==> src/rtl/count_step_monitor.sv <==
// rtl/count_step_monitor.sv - step-legality, wrap and error monitor for a 3-bit up/down counter
// Registered pulses and saturating tallies; the expected step uses the direction in force before the edge.
module count_step_monitor #(
  parameter int WRAP_W = 8,
  parameter int ERR_W  = 4
) (
  input  logic              clk,
  input  logic              clr,
  input  logic              en,
  input  logic [2:0]        q_in,
  input  logic              mode,
  output logic              wrap_up,
  output logic              wrap_dn,
  output logic              dir_chg,
  output logic [WRAP_W-1:0] up_wraps,
  output logic [WRAP_W-1:0] dn_wraps,
  output logic              step_err,
  output logic [ERR_W-1:0]  err_cnt,
  output logic [2:0]        err_prev,
  output logic [2:0]        err_cur
);

  logic [2:0]        r_prev_q;
  logic              r_prev_mode;
  logic              r_primed;
  logic              r_wrap_up;
  logic              r_wrap_dn;
  logic              r_dir_chg;
  logic [WRAP_W-1:0] r_up_wraps;
  logic [WRAP_W-1:0] r_dn_wraps;
  logic              r_step_err;
  logic [ERR_W-1:0]  r_err_cnt;
  logic [2:0]        r_err_prev;
  logic [2:0]        r_err_cur;

  logic [2:0] w_exp;
  logic       w_check;
  logic       w_legal;
  logic       w_wrap_up;
  logic       w_wrap_dn;
  logic       w_err;

  assign w_exp     = r_prev_mode ? (r_prev_q - 3'd1) : (r_prev_q + 3'd1);
  assign w_check   = en & r_primed;
  assign w_legal   = (q_in == w_exp);
  // A legal step out of 7 going up can only land on 0 (and 0 going down on 7).
  assign w_wrap_up = w_check & w_legal & ~r_prev_mode & (r_prev_q == 3'd7);
  assign w_wrap_dn = w_check & w_legal &  r_prev_mode & (r_prev_q == 3'd0);
  assign w_err     = w_check & ~w_legal;

  always_ff @(posedge clk) begin
    if (clr) begin
      r_prev_q    <= '0;
      r_prev_mode <= 1'b0;
      r_primed    <= 1'b0;
      r_wrap_up   <= 1'b0;
      r_wrap_dn   <= 1'b0;
      r_dir_chg   <= 1'b0;
      r_up_wraps  <= '0;
      r_dn_wraps  <= '0;
      r_step_err  <= 1'b0;
      r_err_cnt   <= '0;
      r_err_prev  <= '0;
      r_err_cur   <= '0;
    end else begin
      r_wrap_up <= w_wrap_up;
      r_wrap_dn <= w_wrap_dn;
      r_dir_chg <= w_check & (mode != r_prev_mode);
      if (en) begin
        r_prev_q    <= q_in;
        r_prev_mode <= mode;
        r_primed    <= 1'b1;
      end
      if (w_wrap_up && !(&r_up_wraps)) r_up_wraps <= r_up_wraps + WRAP_W'(1);
      if (w_wrap_dn && !(&r_dn_wraps)) r_dn_wraps <= r_dn_wraps + WRAP_W'(1);
      if (w_err) begin
        r_step_err <= 1'b1;
        if (!(&r_err_cnt)) r_err_cnt <= r_err_cnt + ERR_W'(1);
        // Only the first offending transition is kept for post-mortem.
        if (!r_step_err) begin
          r_err_prev <= r_prev_q;
          r_err_cur  <= q_in;
        end
      end
    end
  end

  assign wrap_up  = r_wrap_up;
  assign wrap_dn  = r_wrap_dn;
  assign dir_chg  = r_dir_chg;
  assign up_wraps = r_up_wraps;
  assign dn_wraps = r_dn_wraps;
  assign step_err = r_step_err;
  assign err_cnt  = r_err_cnt;
  assign err_prev = r_err_prev;
  assign err_cur  = r_err_cur;

endmodule

==> config.mk <==
export PLATFORM = sky130hd
export DESIGN_NAME = count_step_monitor
export DESIGN_NICKNAME = d
export VERILOG_FILES = /design/src/rtl/count_step_monitor.sv
export SDC_FILE = /design/constraint.sdc
export NUM_CORES = 1
export LEC_CHECK = 0
export BUFFER_PORTS_ARGS = -buffer_cell sky130_fd_sc_hd__buf_2
export CAP_MARGIN = 10
export CELL_PAD_IN_SITES_DETAIL_PLACEMENT = 0
export CELL_PAD_IN_SITES_GLOBAL_PLACEMENT = 1
export CORE_MARGIN = 2
export CORE_UTILIZATION = 36
export DETAILED_ROUTE_END_ITERATION = 8
export GPL_TIMING_DRIVEN = 1
export PLACE_DENSITY = 0.76
export SLEW_MARGIN = 20
export SYNTH_ARGS = -nofsm -noshare
export SYNTH_HDL_FRONTEND = slang
export SYNTH_SLANG_ARGS = --single-unit
==> constraint.sdc <==
create_clock -name clk -period 2.2 [get_ports clk]
set_input_delay 0.44 -clock clk [delete_from_list [all_inputs] [get_ports clk]]
set_output_delay 0.44 -clock clk [all_outputs]
set_load 0.03 [all_outputs]
## After elaboration in Yosys (flattened, before gate mapping)

Cells that the tools add are included.

- Add/subtract/negate cells: 5
- Equal/unequal tests: 3
- Mux-type cells: 1
- Bitwise logic cells: 12
- Reductions and logical operators: 10

Operators by type and width:

| operator | number |
|---|---|
| adder 8 x 1 -> 8 bit (second input constant) | 2 |
| AND reduction 8 bit | 2 |
| AND 1 bit | 8 |
| adder 4 x 1 -> 4 bit (second input constant) | 1 |
| inverter 1 bit | 4 |
| AND reduction 2 bit | 2 |
| AND reduction 4 bit | 1 |
| adder 3 x 1 -> 3 bit (second input constant) | 1 |
| equality test 3 bit | 1 |
| equality test 3 bit (second input constant) | 1 |
| zero test 3 bit | 1 |
| two-way mux 3 bit | 1 |
| subtractor 3 x 1 -> 3 bit (second input constant) | 1 |
| logical AND 1 bit | 2 |
| zero test 1 bit | 2 |
| != test 1 bit | 1 |

- Flip-flop bits (word level): 35
- Bits of input ports: 7
- Word-level logic and storage cells: 43

## Longest topological paths before layout

Gate-level depths: netlist of the first run.

- Word-level depth: 7
- Gate-level depth with buffers: 8
- Mapped depth without buffers: 7

## Least setup slack after synthesis of the first run

OpenSTA, ideal clock, no wires.

- Path kind: register to register
- Start: register r_prev_q[0]
- End: register r_up_wraps[6] (netlist: up_wraps[6])
- Library setup time: 115 ps
- Arrival time: 2168 ps
- Setup slack: -83 ps
- Cell stages (with the launch flop): 8
- Buffers on the path: 0
- Period minus slack after synthesis: 2283 ps
- Cell sequence: dfxtp_1 -> inv_1 -> fa_1 -> xor2_1 -> xnor2_2 -> nand3_1 -> o31a_1 -> o21ba_2

- Word-level cells in the longest chain between the ends: 7

Ends and longest elaborated chain:

| what | line | RTL |
|---|---|---|
| from (decl) | 23 | `logic [2:0] r_prev_q;` |
| from (signal assigned) | 70 | `r_prev_q <= q_in;` |
| adder 3 x 1 -> 3 bit or subtractor 3 x 1 -> 3 bit (tied branches) | 43 | `assign w_exp = r_prev_mode ? (r_prev_q - 3'd1) : (r_prev_q + 3'd1);` |
| two-way mux 3 bit | 43 |  |
| equality test 3 bit | 45 | `assign w_legal = (q_in == w_exp);` |
| AND 1 bit (2 in a row) | 47 | `assign w_wrap_up = w_check & w_legal & ~r_prev_mode & (r_prev_q == 3'd7);` |
| AND 1 bit (*) | 47 |  |
| logical AND 1 bit (*) | 74 | `if (w_wrap_up && !(&r_up_wraps)) r_up_wraps <= r_up_wraps + WRAP_W'(1);` |
| to (signal assigned) | 74 |  |
| to (decl) | 29 | `logic [WRAP_W-1:0] r_up_wraps;` |

Mark *: on every way between the ends. The rest lies on a longest branch, timed or not.
A chain may end at the register's enable or synchronous reset.

## Final worst setup path of the first run

- Start: register r_prev_q[0]
- End: register r_dn_wraps[6] (netlist: dn_wraps[6])

- Word-level cells in the longest chain between the ends: 7

Ends and longest elaborated chain:

| what | line | RTL |
|---|---|---|
| adder 3 x 1 -> 3 bit or subtractor 3 x 1 -> 3 bit (tied branches) | 43 |  |
| two-way mux 3 bit | 43 |  |
| equality test 3 bit | 45 |  |
| AND 1 bit (2 in a row) | 48 | `assign w_wrap_dn = w_check & w_legal & r_prev_mode & (r_prev_q == 3'd0);` |
| AND 1 bit (*) | 48 |  |
| logical AND 1 bit (*) | 75 | `if (w_wrap_dn && !(&r_dn_wraps)) r_dn_wraps <= r_dn_wraps + WRAP_W'(1);` |
| to (signal assigned) | 75 |  |
| to (decl) | 30 | `logic [WRAP_W-1:0] r_dn_wraps;` |

Marks and branches as above.

==> results of run 1 <==
[layout make-up]
| class | count | share of cell area (%) |
|---|---|---|
| multi-input cells | 126 | 42.9 |
| flip-flops and latches | 35 | 33.4 |
| repair buffers | 53 | 15.4 |
| clock buffers | 6 | 3.93 |
| well taps | 52 | 3.09 |
| inverters | 6 | 1.07 |
| clock inverters | 1 | 0.238 |
[timing repair]
item / 4_1_cts / 5_1_grt
endpoints found under the setup margin: 0 / 18
setup buffers: 0 / 7
resized for setup: 0 / 6
[cell families after synthesis]
kind of cell	Yosys count	share of synthesized area (%)
AO/OA/AOI/OAI	29	12.1
XOR/XNOR	10	5.93
adder cells (fa/ha/maj)	4	3.59
buffers and inverters	12	3.12
flip-flops	35	43.7
multiplexers	12	7.49
AND/OR/NAND/NOR	70	24.0
[synthesized netlist by cell type (all sizes together) (4+ instances only)]
| cell | instances |
|---|---|
| inv | 6 |
| nand4 | 4 |
| or3 | 6 |
| nor2 | 22 |
| buf | 4 |
| o21ai | 6 |
| nand3 | 9 |
| dfxtp | 35 |
| and3 | 4 |
| nor4 | 5 |
| xnor2 | 7 |
| nor3 | 4 |
| a21oi | 14 |
| nand2 | 9 |
| mux2i | 12 |
[report_power, final]
group	switching, W	internal, W
Combinational	0.000110	0.0000982
Sequential	0.00000992	0.000647
Clock	0.000225	0.000245
Total	0.000345	0.000991
[through the flow]
step / worst slack [ps] / utilization (%) / TNS [ps] / cells / cell area [sq um]
after floorplan: 32.5 / - / 0 / 172 / 1610
after global placement: 68.3 / 44.3 / 0 / 264 / 1910
after detailed placement: 41.8 / 44.3 / 0 / 264 / 1910
after CTS: 28.8 / 46.3 / 0 / 271 / 2000
after global routing: -34.0 / 48.6 / -146 / 279 / 2100
final: 75.0 / 48.6 / 0 / 279 / 2100
[worst min-delay path, stage by stage]
cell and delay, ps:
buf_2 110, mux2i_1 70, nor2_1 70
[sequential cells by signal, summed over array words and instances, names as in the netlist]
name,cells
err_cnt,4
up_wraps,8
step_err,1
wrap_dn,1
r_primed,1
err_prev,3
err_cur,3
dn_wraps,8
dir_chg,1
r_prev_q,3
wrap_up,1
r_prev_mode,1
[per-layer routing]
| layer | share of wire, % | vias to the layer above | track usage (%) | wire length, microns |
|---|---|---|---|---|
| met4 | 1.7 | 0 | 5.66 | 61 |
| met5 | 0 | - | 0 | 0 |
| met2 | 42 | 35 | 20.8 | 1480 |
| li1 | - | 723 | - | - |
| met3 | 6.6 | 9 | 5.98 | 229 |
| met1 | 49 | 643 | 18.9 | 1720 |
[final timing paths]
check                                 start           to
worst max-delay path            r_prev_q[0]  dn_wraps[6]
worst min register to register  err_prev[1]  err_prev[1]
worst min-delay path                q_in[0]  r_prev_q[0]
worst max register to register  r_prev_q[0]  dn_wraps[6]
==> results.sh, run 1 <==
export IMPL_multiInputGateArea_sq_um=902
export IMPL_ioPinCount=37
export IMPL_reg2reg_slack_ps=80
export IMPL_path_delay_family="compound AO/OA/AOI/OAI gates"
export IMPL_synthFlopType="dfxtp_1"
export IMPL_path_class="register to register"
export IMPL_drt_pre_antenna_iters=6
export IMPL_grt_pass1_vias=1220
export IMPL_hold_path_class="input pin to register"
export IMPL_synth_area_top_cells="dfxtp_1 44%, mux2i_1 7.5%, nor2_1 5.2%"
export IMPL_cts_hold_buf=0
export IMPL_critPathLaunchType="register"
export IMPL_via_per_inst=5.05
export IMPL_drv_cap=0
export IMPL_status="finished, final reports clean"
export IMPL_p_leak_nw=0.909
export IMPL_crit_chain="inv_1 > fa_2 > xor2_4 > xnor2_4 > buf_4 > nand3_2 > o31a_2 > o21ba_1"
export IMPL_holdWs_ps=438
export IMPL_design_power_total_w=0.00134
export IMPL_async_flop_share_pct=0
export IMPL_hold_violations=0
export IMPL_core_sq_um=4320
export IMPL_min_path_cells=3
export IMPL_rows=24
export IMPL_synth_nets=183
export IMPL_portBuffers=36
export IMPL_syn_area_sq_um=1600
export IMPL_synth_top_area_share_pct=43.7
export IMPL_drv_slew=0
export IMPL_cp_max_fo=6
export IMPL_hpwl_mm=2.37
export IMPL_clk_path_buf_depth=2
export IMPL_insertion_delay_ps=290
export IMPL_synthCells=172
export IMPL_clkTransAtPathRegs_ps=70
export IMPL_max_freq_ghz=0.471
export IMPL_cts_tree="yes"
export IMPL_crit_cells=8
export IMPL_synth_edf_count=0
export IMPL_fin_crit_ps=2120
export IMPL_grt_overflow_total=0
export IMPL_worstPathRequired_ps=2390
export IMPL_skew_ps=3.01
export IMPL_numCtsBuffers=5
export IMPL_die_h_microns=70.7
export IMPL_wirelength_mm=3.49
export IMPL_drc_errors=0
export IMPL_yosys_warnings=0
export IMPL_areaGrowthSynthToFinish_pct=31.2
export IMPL_drt_iter0_markers=74
export IMPL_die_area_sq_um=5000
export IMPL_route_detailed_wl_per_inst_microns=12.5
export IMPL_ant_nets=0
export IMPL_nNetsFinal=238
export IMPL_cp_arrival_ps=2310
export IMPL_power_per_cell_area_nw_per_um2=635
export IMPL_synth_seq_cells=35
export IMPL_yosysSeqAreaShare_pct=43.7
export IMPL_crit_path_end_kind="register"
export IMPL_n_antenna_cell=0
export IMPL_critPathMaxStageDelay_ps=430
export IMPL_slowest_stage="fa_2"
export IMPL_start_util_pct=37.1
export IMPL_slew_headroom_pct=72.7
export IMPL_gp_congestion=0.764
export IMPL_tightest_slew_ps=407
export IMPL_fin_crit_sh_pct=96.6
export IMPL_cts_root_buf="clkbuf_8"
export IMPL_syn_area_per_cell_sq_um=9.32
export IMPL_report_final_setup_viol=0
export IMPL_synth_top_cell_by_area="dfxtp_1"
export IMPL_seqCellArea_sq_um=702
export IMPL_antenna_found_initial=0
export IMPL_rr_worst_depth=8
export IMPL_cts_htree_levels=2
export IMPL_grt_usage_pct=14.3
export IMPL_path_buf_inv=2
export IMPL_layout_drive_gt1_share_pct=33.5
export IMPL_rsz0062_at_grt="yes"
export IMPL_mostFrequentLayoutCells="36 x buf_2, 34 x dfxtp_1, 22 x nor2_1"
export IMPL_grt_max_degree=21
export IMPL_fillers=428
export IMPL_cts_sinks=35
export IMPL_peakVddDrop_mv=0.434
export IMPL_final_common_cell="buf_2"
export IMPL_die_w_microns=70.7
export IMPL_grt_pass1_wl_mm=5.71
export IMPL_via_count=1410
export IMPL_ys_types=37
Power figures use the tool's default switching activity.
==> run 2, diff against run 1 <==
--- a/config.mk
+++ b/config.mk
@@ -9,11 +9,12 @@
 export CAP_MARGIN = 10
 export CELL_PAD_IN_SITES_DETAIL_PLACEMENT = 0
 export CELL_PAD_IN_SITES_GLOBAL_PLACEMENT = 1
-export CORE_MARGIN = 2
+export CORE_MARGIN = 3
 export CORE_UTILIZATION = 36
 export DETAILED_ROUTE_END_ITERATION = 8
 export GPL_TIMING_DRIVEN = 1
 export PLACE_DENSITY = 0.76
+export SETUP_SLACK_MARGIN = 0.4
 export SLEW_MARGIN = 20
 export SYNTH_ARGS = -nofsm -noshare
 export SYNTH_HDL_FRONTEND = slang
==> run 2 against run 1 <==
- sequential share of layout area is 2.8 points lower
- clock power up 8.7%
- combinational power grew 35%
- register-to-register slack worse by 30 ps
- count of clock-buffer cells in the layout increased by 2
- hold slack got worse by 14 ps
- clock skew grew 3.3 ps
- worst setup slack worse by 26 ps
- total power up 8.6%
- global-route usage rose by 1.5 points
- highest routed layer unchanged
- utilization rose by 7.4 points
==> results.sh, run 2 (synthesized netlist as in run 1, its figures left out) <==
export IMPL_numCtsBuffers=5
export IMPL_netSwitchingFraction_pct=26.6
export IMPL_p_int_w=0.00106
export IMPL_drt_pre_antenna_iters=4
export IMPL_areaGrowthSynthToFinish_pct=44.8
export IMPL_r2r_start="r_prev_mode"
export IMPL_drc_errors=0
export IMPL_routed_wl_met3_microns=188
export IMPL_rsz0062_at_grt="yes"
export IMPL_critPathMaxStageDelay_ps=610
export IMPL_antenna_found_initial=0
export IMPL_max_freq_ghz=0.465
export IMPL_grt_usage_pct=15.8
export IMPL_multiInputGateArea_sq_um=1050
export IMPL_report_final_setup_viol=0
export IMPL_clk_path_buf_depth=2
export IMPL_status="finished, final reports clean"
export IMPL_cts_htree_levels=2
export IMPL_seqCellArea_sq_um=709
export IMPL_hpwl_mm=2.63
export IMPL_fin_crit_ps=2150
export IMPL_drv_cap=0
export IMPL_wl_met1_mm=1.69
export IMPL_design_power_total_w=0.00145
export IMPL_min_from="mode"
export IMPL_die_h_microns=72.7
export IMPL_cts_hold_buf=0
export IMPL_critPathLaunchType="register"
export IMPL_slew_headroom_pct=51.0
export IMPL_worst_slack_ps=48.7
export IMPL_min_to="r_prev_mode"
export IMPL_worstPathRequired_ps=2380
export IMPL_cp_max_fo=5
export IMPL_reg2reg_slack_ps=50
export IMPL_route_detailed_wl_per_inst_microns=14.2
export IMPL_p_clk_share_pct=35.3
export IMPL_hold_violations=0
export IMPL_pwr_share_comb_pct=19.3
export IMPL_wirelength_mm=3.99
export IMPL_routed_top_layer="met4"
export IMPL_cts_sinks=35
export IMPL_crit_path_end_kind="register"
export IMPL_slowest_stage="fa_2"
export IMPL_ioPinCount=37
export IMPL_rows=23
export IMPL_via_per_inst=5.30
export IMPL_drt_iter0_markers=80
export IMPL_fillers=368
export IMPL_grt_pass1_wl_mm=6.57
export IMPL_start_util_pct=38.7
export IMPL_dp_slack_ps=16.1
export IMPL_regToRegEndpoint="dn_wraps[6]"
export IMPL_crit_chain="inv_2 > fa_2 > xnor2_4 > nor4_4 > nand3_4 > o31a_2 > o21ba_1"
export IMPL_p_leak_nw=0.967
export IMPL_layout_drive_gt1_share_pct=43.3
export IMPL_via_count=1490
export IMPL_final_common_cell="buf_2"
export IMPL_power_per_cell_area_nw_per_um2=625
export IMPL_p_sw_w=0.000386
export IMPL_hold_path_class="input pin to register"
export IMPL_mostFrequentLayoutCells="36 x buf_2, 32 x dfxtp_1, 20 x nor2_1"
export IMPL_path_class="register to register"
export IMPL_nNetsFinal=241
export IMPL_min_path_cells=3
export IMPL_grt_overflow_total=0
export IMPL_tightest_slew_ps=730
export IMPL_cts_root_buf="clkbuf_8"
export IMPL_portBuffers=36
export IMPL_fin_crit_sh_pct=97.8
export IMPL_die_w_microns=72.7
export IMPL_ant_nets=0
export IMPL_grt_pass1_vias=1432
export IMPL_gp_congestion=0.797
export IMPL_n_antenna_cell=0
export IMPL_wl_met2_mm=2.03
export IMPL_insertion_delay_ps=290
export IMPL_cts_tree="yes"
export IMPL_die_area_sq_um=5290
export IMPL_drv_slew=0
export IMPL_p_seq_share_pct=45.4
export IMPL_rr_worst_depth=7
export IMPL_peakVddDrop_mv=0.424
export IMPL_skew_ps=6.27
export IMPL_cp_arrival_ps=2330
export IMPL_fin_util_pct=56.0
export IMPL_grt_max_degree=37
export IMPL_clkTransAtPathRegs_ps=70
export IMPL_core_sq_um=4140
-- run 2: repair_timing --
action                                  CTS  global route
cloned                                    1             0
pin swaps                                 7            11
endpoints found under the setup margin   29            29
resized for setup                        20            22
setup buffers                            14             2
-- run 2: worst max-delay path by stage --
stage / endpoint / from / depth (start not counted)
2_1_floorplan: err_cur[0] / r_prev_q[1] / 7
3_3_place_gp: err_prev[1] / r_prev_q[1] / 8
3_5_place_dp: dn_wraps[6] / r_prev_q[1] / 7
4_1_cts: dn_wraps[6] / r_prev_mode / 7
5_1_grt: dn_wraps[6] / r_prev_mode / 7
6_report: dn_wraps[6] / r_prev_mode / 7
-- run 2: area by class of cell --
| class | count | share of cell area [%] |
|---|---|---|
| multi-input cells | 126 | 45.2 |
| inverters | 6 | 0.970 |
| flip-flops and latches | 35 | 30.6 |
| repair buffers | 56 | 16.2 |
| well taps | 50 | 2.70 |
| clock buffers | 8 | 4.31 |
-- run 2: power groups by stage --
stage	sequential (W)	combinational [W]	clock, W
after detailed placement	0.000675	0.000164	0
after floorplan	0.000689	0.000109	0
after global routing	0.000659	0.000297	0.000560
final	0.000659	0.000280	0.000512
after global placement	0.000674	0.000161	0
after CTS	0.000656	0.000257	0.000531
-- run 2: layer usage --
metal / track usage [%] / vias to the layer above
li1: - / 728
met1: 18.1 / 722
met2: 26.9 / 33
met3: 4.68 / 7
met4: 7.58 / 0
met5: 0 / -
-- run 2: stage by stage --
stage               area [sq um]  hold WS (ps)  setup TNS, ps  cells
CTS                         2210           417              0    279
floorplan                   1660           463              0    172
global route                2320           440           -123    281
global placement            1910           470              0    256
finish                      2320           424              0    281
detailed placement          1910           483              0    256
-- run 2: worst max-delay path: cells and delay by family (launching register included) --
| kind | cells | cell delay (ps) |
|---|---|---|
| XOR/XNOR | 1 | 130 |
| flip-flops | 1 | 350 |
| AND/OR/NAND/NOR | 2 | 410 |
| AO/OA/AOI/OAI | 2 | 510 |
| buffers and inverters | 1 | 40 |
| adder cells (fa/ha/maj) | 1 | 610 |
==> run 3, diff against run 2 <==
==> config.mk (replaced) <==
export PLATFORM = sky130hd
export DESIGN_NAME = count_step_monitor
export DESIGN_NICKNAME = d
export VERILOG_FILES = /design/src/rtl/count_step_monitor.sv
export SDC_FILE = /design/constraint.sdc
export NUM_CORES = 1
export LEC_CHECK = 0
export BUFFER_PORTS_ARGS = -buffer_cell sky130_fd_sc_hd__buf_2
export CAP_MARGIN = 10
export CORE_MARGIN = 3
export CORE_UTILIZATION = 47
export DETAILED_ROUTE_END_ITERATION = 8
export GPL_TIMING_DRIVEN = 1
export PLACE_DENSITY = 0.75
export SETUP_SLACK_MARGIN = 0.4
export SYNTH_ARGS = -nofsm -noshare
export SYNTH_HDL_FRONTEND = slang
export SYNTH_SLANG_ARGS = --single-unit
==> run 3 against run 2 <==
- final area is 4.2% lower
- total power down 9.9%
- non-clock buffer count fell by 2
- register-to-register slack improved by 50 ps
- worst setup slack gained 50 ps
- clock power down 23%
- via count decreased by 1.6%
- first-iteration DRC count increased by 81%
==> results.sh, run 3 (synthesized netlist as in run 1, its figures left out) <==
export IMPL_design_power_total_w=0.00131
export IMPL_ioPinCount=37
export IMPL_routed_top_layer="met4"
export IMPL_critPathMaxStageDelay_ps=610
export IMPL_areaGrowthSynthToFinish_pct=38.8
export IMPL_path_delay_family="adder cells"
export IMPL_power_per_cell_area_nw_per_um2=587
export IMPL_cts_sinks=35
export IMPL_critPathLaunch="r_prev_q[0]"
export IMPL_grt_overflow_total=0
export IMPL_fin_crit_sh_pct=95.5
export IMPL_pwr_share_comb_pct=19.5
export IMPL_fillers=254
export IMPL_drt_iter0_markers=145
export IMPL_antenna_found_initial=0
export IMPL_reg2reg_slack_ps=100
export IMPL_path_class="register to register"
export IMPL_cp_max_fo=3
export IMPL_clk_path_buf_depth=2
export IMPL_p_int_w=0.000956
export IMPL_wl_met1_mm=1.59
export IMPL_p_sw_w=0.000350
export IMPL_routed_wl_met3_microns=205
export IMPL_r2r_start="r_prev_q[0]"
export IMPL_slowest_stage="fa_2"
export IMPL_gp_congestion=0.785
export IMPL_crit_path_end_kind="register"
export IMPL_p_leak_nw=0.931
export IMPL_grt_pass1_vias=1323
export IMPL_wl_met2_mm=1.89
export IMPL_tightest_slew_ps=640
export IMPL_die_h_microns=64.4
export IMPL_p_seq_share_pct=50.2
export IMPL_numCtsBuffers=5
export IMPL_rows=20
export IMPL_drv_slew=0
export IMPL_p_clk_share_pct=30.2
export IMPL_ant_nets=0
export IMPL_die_area_sq_um=4150
export IMPL_status="finished, final reports clean"
export IMPL_cts_htree_levels=2
export IMPL_rsz0062_at_grt="yes"
export IMPL_rr_worst_depth=8
export IMPL_drv_cap=0
export IMPL_drc_errors=0
export IMPL_wirelength_mm=3.77
export IMPL_layout_drive_gt1_share_pct=40.8
export IMPL_peakVddDrop_mv=0.435
export IMPL_report_final_setup_viol=0
export IMPL_core_sq_um=3150
export IMPL_min_path_cells=3
export IMPL_grt_pass1_wl_mm=5.88
export IMPL_worstPathRequired_ps=2440
export IMPL_regToRegEndpoint="up_wraps[6]"
export IMPL_max_freq_ghz=0.476
export IMPL_netSwitchingFraction_pct=26.8
export IMPL_cts_root_buf="clkbuf_4"
export IMPL_grt_usage_pct=18.7
export IMPL_mostFrequentLayoutCells="36 x buf_2, 32 x dfxtp_1, 21 x nor2_1"
export IMPL_cts_tree="yes"
export IMPL_skew_ps=4.99
export IMPL_portBuffers=36
export IMPL_nNetsFinal=238
export IMPL_via_per_inst=5.39
export IMPL_critPathLaunchType="register"
export IMPL_clkTransAtPathRegs_ps=100
export IMPL_grt_max_degree=37
export IMPL_cp_arrival_ps=2340
export IMPL_fin_tns_setup_ps=0
export IMPL_n_antenna_cell=0
export IMPL_via_count=1466
export IMPL_crit_chain="inv_2 > fa_2 > xnor2_4 > nor3_2 > buf_4 > nand3_4 > o31a_1 > o21ba_2"
export IMPL_hold_path_class="input pin to register"
export IMPL_fin_crit_ps=2100
export IMPL_insertion_delay_ps=340
export IMPL_slew_headroom_pct=57.3
export IMPL_final_common_cell="buf_2"
export IMPL_die_w_microns=64.4
export IMPL_crit_end="up_wraps[6]"
export IMPL_crit_cells=8
export IMPL_route_detailed_wl_per_inst_microns=13.9
export IMPL_drt_pre_antenna_iters=6
export IMPL_start_util_pct=50.8
export IMPL_hold_violations=0
export IMPL_cts_hold_buf=0
export IMPL_path_buf_inv=2
export IMPL_hpwl_mm=2.39
[run 3: cell types whose count changed in the layout (fill, tap and decap cells not counted), moves of 2 or more]
cell and delta:
buf_12 +2, o21ai_2 -3, buf_6 -7, nor4_1 +2
clkbuf_4 +5, clkbuf_8 -5, buf_4 +3, o21ai_0 +2
[run 3: routing by layer]
metal | GRT usage, % | vias to the layer above
li1 | - | 722
met5 | 0 | -
met4 | 7.92 | 0
met1 | 21.7 | 688
met3 | 5.80 | 10
met2 | 31.6 | 46
[run 3: layout make-up]
| cell class | count | area [sq um] | share of cell area, % |
|---|---|---|---|
| flip-flops and latches | 35 | 709 | 31.9 |
| repair buffers | 54 | 360 | 16.2 |
| well taps | 44 | 55.1 | 2.47 |
| inverters | 6 | 22.5 | 1.01 |
| clock buffers | 8 | 68.8 | 3.09 |
| multi-input cells | 125 | 1010 | 45.3 |
[run 3: worst min-delay path by stage]
stage	slack [ps]	end	from
after floorplan	460	r_primed	r_primed
after global placement	470	err_cur[1]	err_cur[1]
after detailed placement	480	err_cur[2]	err_cur[2]
after CTS	370	err_cur[2]	q_in[2]
after global routing	370	err_cur[2]	q_in[2]
final	380	err_cur[2]	q_in[2]
[run 3: worst min-delay path: cells and delay by family]
family,cells,cell delay (ps)
and+or+nand+nor,1,70
muxes,1,70
buffers and inverters,1,110
[run 3: power by group through the flow]
stage | Sequential [W] | Combinational (W) | Clock (W)
3_3_place_gp | 0.000673 | 0.000161 | 0
5_1_grt | 0.000658 | 0.000270 | 0.000438
6_report | 0.000656 | 0.000255 | 0.000395
2_1_floorplan | 0.000689 | 0.000109 | 0
3_5_place_dp | 0.000675 | 0.000163 | 0
4_1_cts | 0.000656 | 0.000229 | 0.000403
[run 3: what timing repair did]
item                                    4_1_cts  5_1_grt
endpoints found under the setup margin       29       29
pin swaps                                    22        9
setup buffers                                12        2
endpoints found under the hold margin         0        0
gates cloned                                  0        0
resized for setup                            14       11
[run 3: per-stage QoR]
step	instance area (sq um)	cells	util (%)	hold WS (ps)	setup slack, ps
5_1_grt	2220	272	70.6	375	-9.02
3_5_place_dp	1910	250	60.5	482	-3.80
6_report	2220	272	70.6	382	98.9
2_1_floorplan	1660	172	-	463	143
3_3_place_gp	1910	250	60.5	469	70.9
4_1_cts	2150	270	68.3	370	84.1
